--- config.mk ---
export PLATFORM = sky130hd
export DESIGN_NAME = bit_reverser
export DESIGN_NICKNAME = d
export VERILOG_FILES = /design/src/rtl/bit_reverser_pkg.sv /design/src/rtl/bit_reverser_rev_comb.sv /design/src/rtl/bit_reverser.sv
export SDC_FILE = /design/constraint.sdc
export NUM_CORES = 1
export LEC_CHECK = 0
export ABC_AREA = 1
export CAP_MARGIN = 15
export CORE_AREA = 2 2 39 41
export DETAILED_ROUTE_END_ITERATION = 7
export DIE_AREA = 0 0 41 43
export PLACE_DENSITY_LB_ADDON = 0.05
export RECOVER_POWER = 25
export SETUP_SLACK_MARGIN = 0.5
export SYNTH_ARGS = -nofsm -noshare
export SYNTH_HDL_FRONTEND = slang
export SYNTH_SLANG_ARGS = --single-unit
--- constraint.sdc ---
create_clock -name clk -period 1.04 [get_ports clk]
set_input_delay 0.208 -clock clk [delete_from_list [all_inputs] [get_ports clk]]
set_output_delay 0.208 -clock clk [all_outputs]
set_load 0.01 [all_outputs]
--- src/rtl/bit_reverser_pkg.sv ---
// Shared types and helpers for the FFT bit-reversed address generator.
package reverser_pkg;

  typedef enum logic [1:0] {
    IDLE = 2'd0,
    RUN  = 2'd1,
    DONE = 2'd2
  } rev_state_t;

  localparam int unsigned MAX_BITS = 16;

  // Reverse the low `width` bits of value; bits above width come back as zero.
  function automatic logic [MAX_BITS-1:0] bit_rev(input logic [MAX_BITS-1:0] value,
                                                  input int               width);
    logic [MAX_BITS-1:0] r;
    logic [MAX_BITS-1:0] sh;
    r = '0;
    for (int i = 0; i < MAX_BITS; i++) begin
      sh = value >> i;
      if (i < width) r = r | (MAX_BITS'(sh[0]) << (width - 1 - i));
    end
    return r;
  endfunction

endpackage

--- src/rtl/bit_reverser_rev_comb.sv ---
// Purely combinational bit-reverse: rev[i] = fwd[WIDTH-1-i].
module bit_rev_comb #(
  parameter int unsigned WIDTH = 3
) (
  input  logic [WIDTH-1:0] fwd,
  output logic [WIDTH-1:0] rev
);

  for (genvar i = 0; i < WIDTH; i++) begin : g_bit
    assign rev[i] = fwd[WIDTH-1-i];
  end

endmodule

--- src/rtl/bit_reverser.sv ---
// Bit-reversed address generator: sweeps 0..2^BITS_PER_ROW-1 and its reverse.
// Optional addr_valid output under `REVERSER_VALID_EN.
module bit_reverser
  import reverser_pkg::*;
#(
  parameter int unsigned BITS_PER_ROW = 3
) (
  input  logic                    clk,
  input  logic                    rst_n,
  input  logic                    start_gen,
  output logic [0:BITS_PER_ROW-1] addr,
  output logic [0:BITS_PER_ROW-1] addr_cnt,
`ifdef REVERSER_VALID_EN
  output logic                    addr_valid,
`endif
  output logic                    done_gen
);

  localparam int unsigned W = BITS_PER_ROW;

  if (W < 1 || W > MAX_BITS) begin : g_bad_width
    $error("bit_reverser: BITS_PER_ROW must be in 1..16");
  end

  rev_state_t     state_q, state_d;
  logic [W-1:0]   cnt_q, cnt_d;
  logic [W-1:0]   addr_q, rev_d;
  logic           done_q, done_d;
  logic           valid_q, valid_d;

  // Reverse the next count so addr is registered on the same edge as addr_cnt.
  bit_rev_comb #(.WIDTH(W)) u_rev (
    .fwd (cnt_d),
    .rev (rev_d)
  );

  always_comb begin
    state_d = state_q;
    cnt_d   = cnt_q;
    done_d  = 1'b0;
    valid_d = 1'b0;
    case (state_q)
      IDLE: begin
        cnt_d = '0;
        if (start_gen) begin
          state_d = RUN;
          valid_d = 1'b1;
        end
      end
      RUN: begin
        // Last address reached: hold it rather than wrapping.
        if (&cnt_q) begin
          state_d = DONE;
          done_d  = 1'b1;
        end else begin
          cnt_d   = cnt_q + W'(1);
          valid_d = 1'b1;
        end
      end
      DONE: begin
        if (start_gen) begin
          done_d = 1'b1;
        end else begin
          state_d = IDLE;
          cnt_d   = '0;
        end
      end
      default: begin
        state_d = IDLE;
        cnt_d   = '0;
      end
    endcase
  end

  always_ff @(posedge clk) begin
    if (!rst_n) begin
      state_q <= IDLE;
      cnt_q   <= '0;
      addr_q  <= '0;
      done_q  <= 1'b0;
      valid_q <= 1'b0;
    end else begin
      state_q <= state_d;
      cnt_q   <= cnt_d;
      addr_q  <= rev_d;
      done_q  <= done_d;
      valid_q <= valid_d;
    end
  end

  // Descending internal vectors map onto the ascending ports MSB-to-MSB.
  assign addr_cnt = cnt_q;
  assign addr     = addr_q;
  assign done_gen = done_q;
`ifdef REVERSER_VALID_EN
  assign addr_valid = valid_q;
`else
  logic unused_valid;
  assign unused_valid = valid_q;
`endif

endmodule

# --- Yosys cells after proc, flatten, opt, wreduce, memory -nomap -nowiden ---
# Index checks and enable logic that the tools add are counted.
word_totals:
  mem_bits_rw: 0
  input_bits: 3
  out_inout_bits: 7
  wordCells: 23
  memories: 0
  ff_bits: 9
  latch_bits: 0
  romBits: 0
op_classes:
  order_cmp: 0
  shifts: 0
  n_bitwise: 0
  addsub: 1
  div: 0
  n_reduce_logical: 3
  multipliers: 0
  eq_ne: 5
  muxes: 10
ops:
  columns: ["cell", "n"]
  rows:
  - ["$mux 2", 3]
  - ["$mux 3", 2]
  - ["$ne 2x2->1 const B", 3]
  - ["$pmux 2 s3", 1]
  - ["$pmux 3 s2", 1]
  - ["$reduce_and 3->1", 2]
  - ["$add 3x1->3 const B", 1]
  - ["$eq 2x1->1 const B", 1]
  - ["$eq 2x2->1 const B", 1]
  - ["$logic_not 2->1", 1]
  - ["$mux 1", 2]
  - ["$pmux 1 s2", 1]

# --- Depth between registers and ports, before layout ---
logic_depth:
  ltp_word: 3
  depth_mapped: 6
  mapped_depth_nobuf: 6

# --- Hierarchy ---
# Synthesis repeated with hierarchy kept, for this count alone.
unflattened:
  cells_unflattened: 64
  area_unflattened_um2: 484.2
by_module_without_submodules:
  columns: ["mod", "n_inst", "cells_each", "area_per_inst_um2", "seq_area_each_um2"]
  rows:
  - ["bit_reverser", 1, 61, 461.7, 180.2]
  - ["bit_rev_comb", 1, 3, 22.5, 0.0]

# --- Worst setup path before layout ---
# Ideal clock, no wire load.
synth_path:
  path_kind: "reg-to-reg"
  from: "register cnt_q[0] (netlist: addr_cnt[2])"
  to: "register cnt_q[0] (netlist: addr_cnt[2])"
  arrival_time_ns: 1.041
  required_time_ns: 0.915
  setup_slack_ns: -0.126
  setup_ns: 0.125
  n_path_buf: 0
  stages_incl_launch_ff: 7
  synth_period_minus_slack_ns: 1.166
  cell_sequence: "dfxtp_1 -> ha_1 -> nand2_2 -> nand2_1 -> inv_1 -> o21ai_2 -> a21oi_2"
synth_between:
  elab_chain_cells: 3
  word_cells_on_any_way: 5
  cone_classes: "add/sub: 1; mux: 3; reduce/logical: 1"
synth_rtl:
  columns: ["item", "line_no", "rtl"]
  rows:
  - ["from (decl)", "bit_reverser.sv:26", "logic [W-1:0] cnt_q, cnt_d;"]
  - ["from (signal assigned)", "bit_reverser.sv:84", "cnt_q <= cnt_d;"]
  - ["$add 3x1->3 / $reduce_and 3->1 (equally long branches)", "bit_reverser.sv:56, bit_reverser.sv:52", null]
  - ["$mux 3", "bit_reverser.sv:52", "if (&cnt_q) begin"]
  - ["$pmux 3 s2 *", "bit_reverser.sv:42", "case (state_q)"]
# Mark *: on every way between the ends. The rest lies on a longest branch, timed or not.
# A chain may end at the register's enable or synchronous reset.

# --- Final worst setup path ---
layout_path:
  from: "register state_q[1]"
  to: "register cnt_q[0] (netlist: addr_cnt[2])"
layout_between:
  elab_chain_cells: 2
  word_cells_on_any_way: 3
  cone_classes: "eq/ne: 2; mux: 1"
layout_rtl:
  columns: ["item", "line_no", "rtl"]
  rows:
  - ["from (decl)", "bit_reverser.sv:25", "rev_state_t state_q, state_d;"]
  - ["from (signal assigned)", "bit_reverser.sv:83", "state_q <= state_d;"]
  - ["$eq 2x2->1 / $eq 2x1->1 (equally long branches)", null, null]
  - ["$pmux 3 s2 *", "bit_reverser.sv:42", null]
# Marked as above.

==> impl_metrics.env <==
export IMPL_switching_power_uw=199
export IMPL_synth_largest_area_cell="dfxtp_1"
export IMPL_die_h_um=43
export IMPL_p_int_uw=465
export IMPL_drt_initial_drc_count=0
export IMPL_setup_viol=0
export IMPL_hold_end="addr_cnt[1]"
export IMPL_die_area_mm2=0.00176
export IMPL_layout_drive_gt1_share_pct=64.5
export IMPL_worstPathMaxFanout=3
export IMPL_hold_ws_ps=523
export IMPL_p_sw_share_pct=29.9
export IMPL_cp_slowest_cell="dfxtp_4"
export IMPL_r2r_cells=6
export IMPL_seq_area_frac_synth_pct=33.4
export IMPL_cp_cell_sequence="inv_6 -> ha_4 -> inv_4 -> o21ai_4 -> inv_2 -> a21oi_2"
export IMPL_required_ps=1210
export IMPL_pin_count=10
export IMPL_path_buf_inv=3
export IMPL_hold_start="addr_cnt[1]"
export IMPL_yosys_area_top_type_share_pct=33.4
export IMPL_overflow=0
export IMPL_antenna_found_initial=0
export IMPL_synth_area_leaders="dfxtp_1 (33%), ha_1 (17%), inv_1 (7.3%)"
export IMPL_insertion_delay_ps=250
export IMPL_yosysWarnings=0
export IMPL_final_max_slew_viol_count=0
export IMPL_vias=349
export IMPL_clock_sinks=6
export IMPL_r2r_start="state_q[1]"
export IMPL_n_fill_cell=142
export IMPL_p_comb_share_pct=27.1
export IMPL_hp_class="flop to flop"
export IMPL_ctsRootBufferMaster="clkbuf_4"
export IMPL_syn_to_final_growth_pct=80.8
export IMPL_min_path_cells=2
export IMPL_ctsHoldBuffers=0
export IMPL_cts_buffers=3
export IMPL_p_clk_share_pct=35.2
export IMPL_fin_crit_ps=1020
export IMPL_initial_core_util_pct=25.9
export IMPL_cp_end_kind="flop"
export IMPL_finalWirelength_um=776
export IMPL_max_stage_delay_ps=360
export IMPL_power_total_uw=664
export IMPL_rrSetupSlack_ps=20
export IMPL_via_per_inst=4.47
export IMPL_yosysUniqueCellTypes=15
export IMPL_max_freq_mhz=977
export IMPL_grt_setup_unrepaired="yes"
export IMPL_grt_max_degree=7
export IMPL_final_cell_mix="buf_6 (6), buf_4 (6), dfxtp_4 (5)"
export IMPL_cp_top_family="flip-flops"
export IMPL_syn_inst=46
export IMPL_first_global_vias=350
export IMPL_drc=0
export IMPL_antenna_cells=0
export IMPL_hold_viol_final=0
export IMPL_finalNetCount=71
export IMPL_multi_input_area_um2=282
export IMPL_die_w_um=41
export IMPL_leakage_uw=0.000297
export IMPL_clock_path_buffers=2
export IMPL_syn_num_nets=54
export IMPL_h_tree_depth=1
export IMPL_cts_tree="yes"
export IMPL_numPortBuffers=9
export IMPL_relSlewSlack_pct=90.0
export IMPL_synth_seq_cells=6
export IMPL_outcome="finished clean"
export IMPL_track_usage_pct=12.2
export IMPL_syn_area_per_cell_um2=7.81
export IMPL_worstSetupPathType="flop to flop"
export IMPL_seq_area_um2=139
export IMPL_vdd_drop_max_mv=0.584
export IMPL_p_seq_share_pct=37.7
export IMPL_clock_skew_ps=7.90
export IMPL_min_period_over_period_pct=98.4
export IMPL_worstSetupStartpointType="flop"
export IMPL_netlist_area_um2=359
export IMPL_dr_pass1_iters=1
export IMPL_clkTransAtPathRegs_ps=50
export IMPL_grt_pass1_wl_um=1390
export IMPL_tightest_slew_ps=150
export IMPL_rows=14
export IMPL_r2r_end="addr_cnt[2]"
export IMPL_cap_violations=0
export IMPL_power_density_mw_per_mm2=1020
export IMPL_dp_hpwl_um=596
export IMPL_worstPathArrival_ps=1190
export IMPL_gp_congestion=0.645
export IMPL_antenna_left=0
export IMPL_fp_coreArea_mm2=0.00138
export IMPL_wl_per_cell_um=9.95
[per-stage QoR]
stage | utilization (%) | TNS (ps) | worst slack, ps | instances | instance area (µm²)
2_1_floorplan | - | 0 | 60.0 | 46 | 447
3_3_place_gp | 39.4 | -942 | -169 | 71 | 546
3_5_place_dp | 39.4 | -1010 | -187 | 71 | 546
4_1_cts | 45.5 | -0.986 | -0.986 | 77 | 629
5_1_grt | 46.9 | -160 | -39.8 | 78 | 649
6_report | 46.9 | 0 | 16.9 | 78 | 649
[Yosys cell counts]
| master | count |
|---|---|
| nor2_1 | 3 |
| nand2_1 | 7 |
| a21oi_2 | 1 |
| inv_2 | 2 |
| a21oi_1 | 2 |
| o21ai_2 | 2 |
| nand4_1 | 1 |
| buf_4 | 3 |
| nand3_1 | 4 |
| ha_1 | 5 |
| nand2_2 | 1 |
| a31oi_1 | 1 |
| a211oi_1 | 1 |
| inv_1 | 7 |
| dfxtp_1 | 6 |
[area by class of cell]
cell class                 count  area share [%]
multi-input combinational     28            43.4
sequential                     6            21.4
clock buffer                   4            4.05
timing repair buffer          15            21.0
tap                           16            3.08
inverter                       9            7.13
[cell families after synthesis]
| group | count (synthesis) | share of synthesized area (%) |
|---|---|---|
| DFF | 6 | 33.5 |
| adders and majority gates | 5 | 17.4 |
| and+or+nand+nor | 16 | 19.5 |
| buffers and inverters | 12 | 15.7 |
| AOI/OAI and AO/OA | 7 | 13.9 |
[per-layer routing]
metal / vias up / global-route usage (%) / wire [µm]
li1: 175 / - / -
met5: - / 0 / 0
met4: 0 / 10.0 / 4
met1: 168 / 13.3 / 309
met2: 4 / 17.5 / 439
met3: 2 / 4.71 / 23
[worst max-delay path by stage]
stage                from     endpoint  slack (ps)  depth (start not counted)
3_3_place_gp    start_gen   state_q[1]        -170                          6
2_1_floorplan  state_q[0]  addr_cnt[1]          60                          6
4_1_cts        state_q[0]  addr_cnt[2]          -1                          6
5_1_grt        state_q[1]  addr_cnt[2]         -40                          6
3_5_place_dp    start_gen   state_q[0]        -190                          6
6_report       state_q[1]  addr_cnt[2]          20                          6
[state kept, by name (all words and copies together), names as in the netlist]
signal    cells
addr          1
addr_cnt      2
done_gen      1
state_q       2
[power groups by stage]
stage	clock network [µW]	registers (µW)	logic, µW
5_1_grt	262	252	197
3_5_place_dp	0	254	144
4_1_cts	249	250	165
3_3_place_gp	0	253	143
6_report	234	250	180
2_1_floorplan	0	254	105
[what timing repair did]
action | in CTS | in global routing
gates cloned | 0 | 0
setup endpoints to repair | 13 | 13
setup buffers | 2 | 1
gates resized for setup | 44 | 4
endpoints found under the hold margin | 0 | 0
pin swaps | 7 | 9
[worst reg2reg max path, stage by stage (launching register included)]
cell     delay [ps]
dfxtp_4         360
inv_6            70
ha_4            160
inv_4            50
o21ai_4         160
inv_2            60
a21oi_2         100
(Power assumes the default switching activity.)
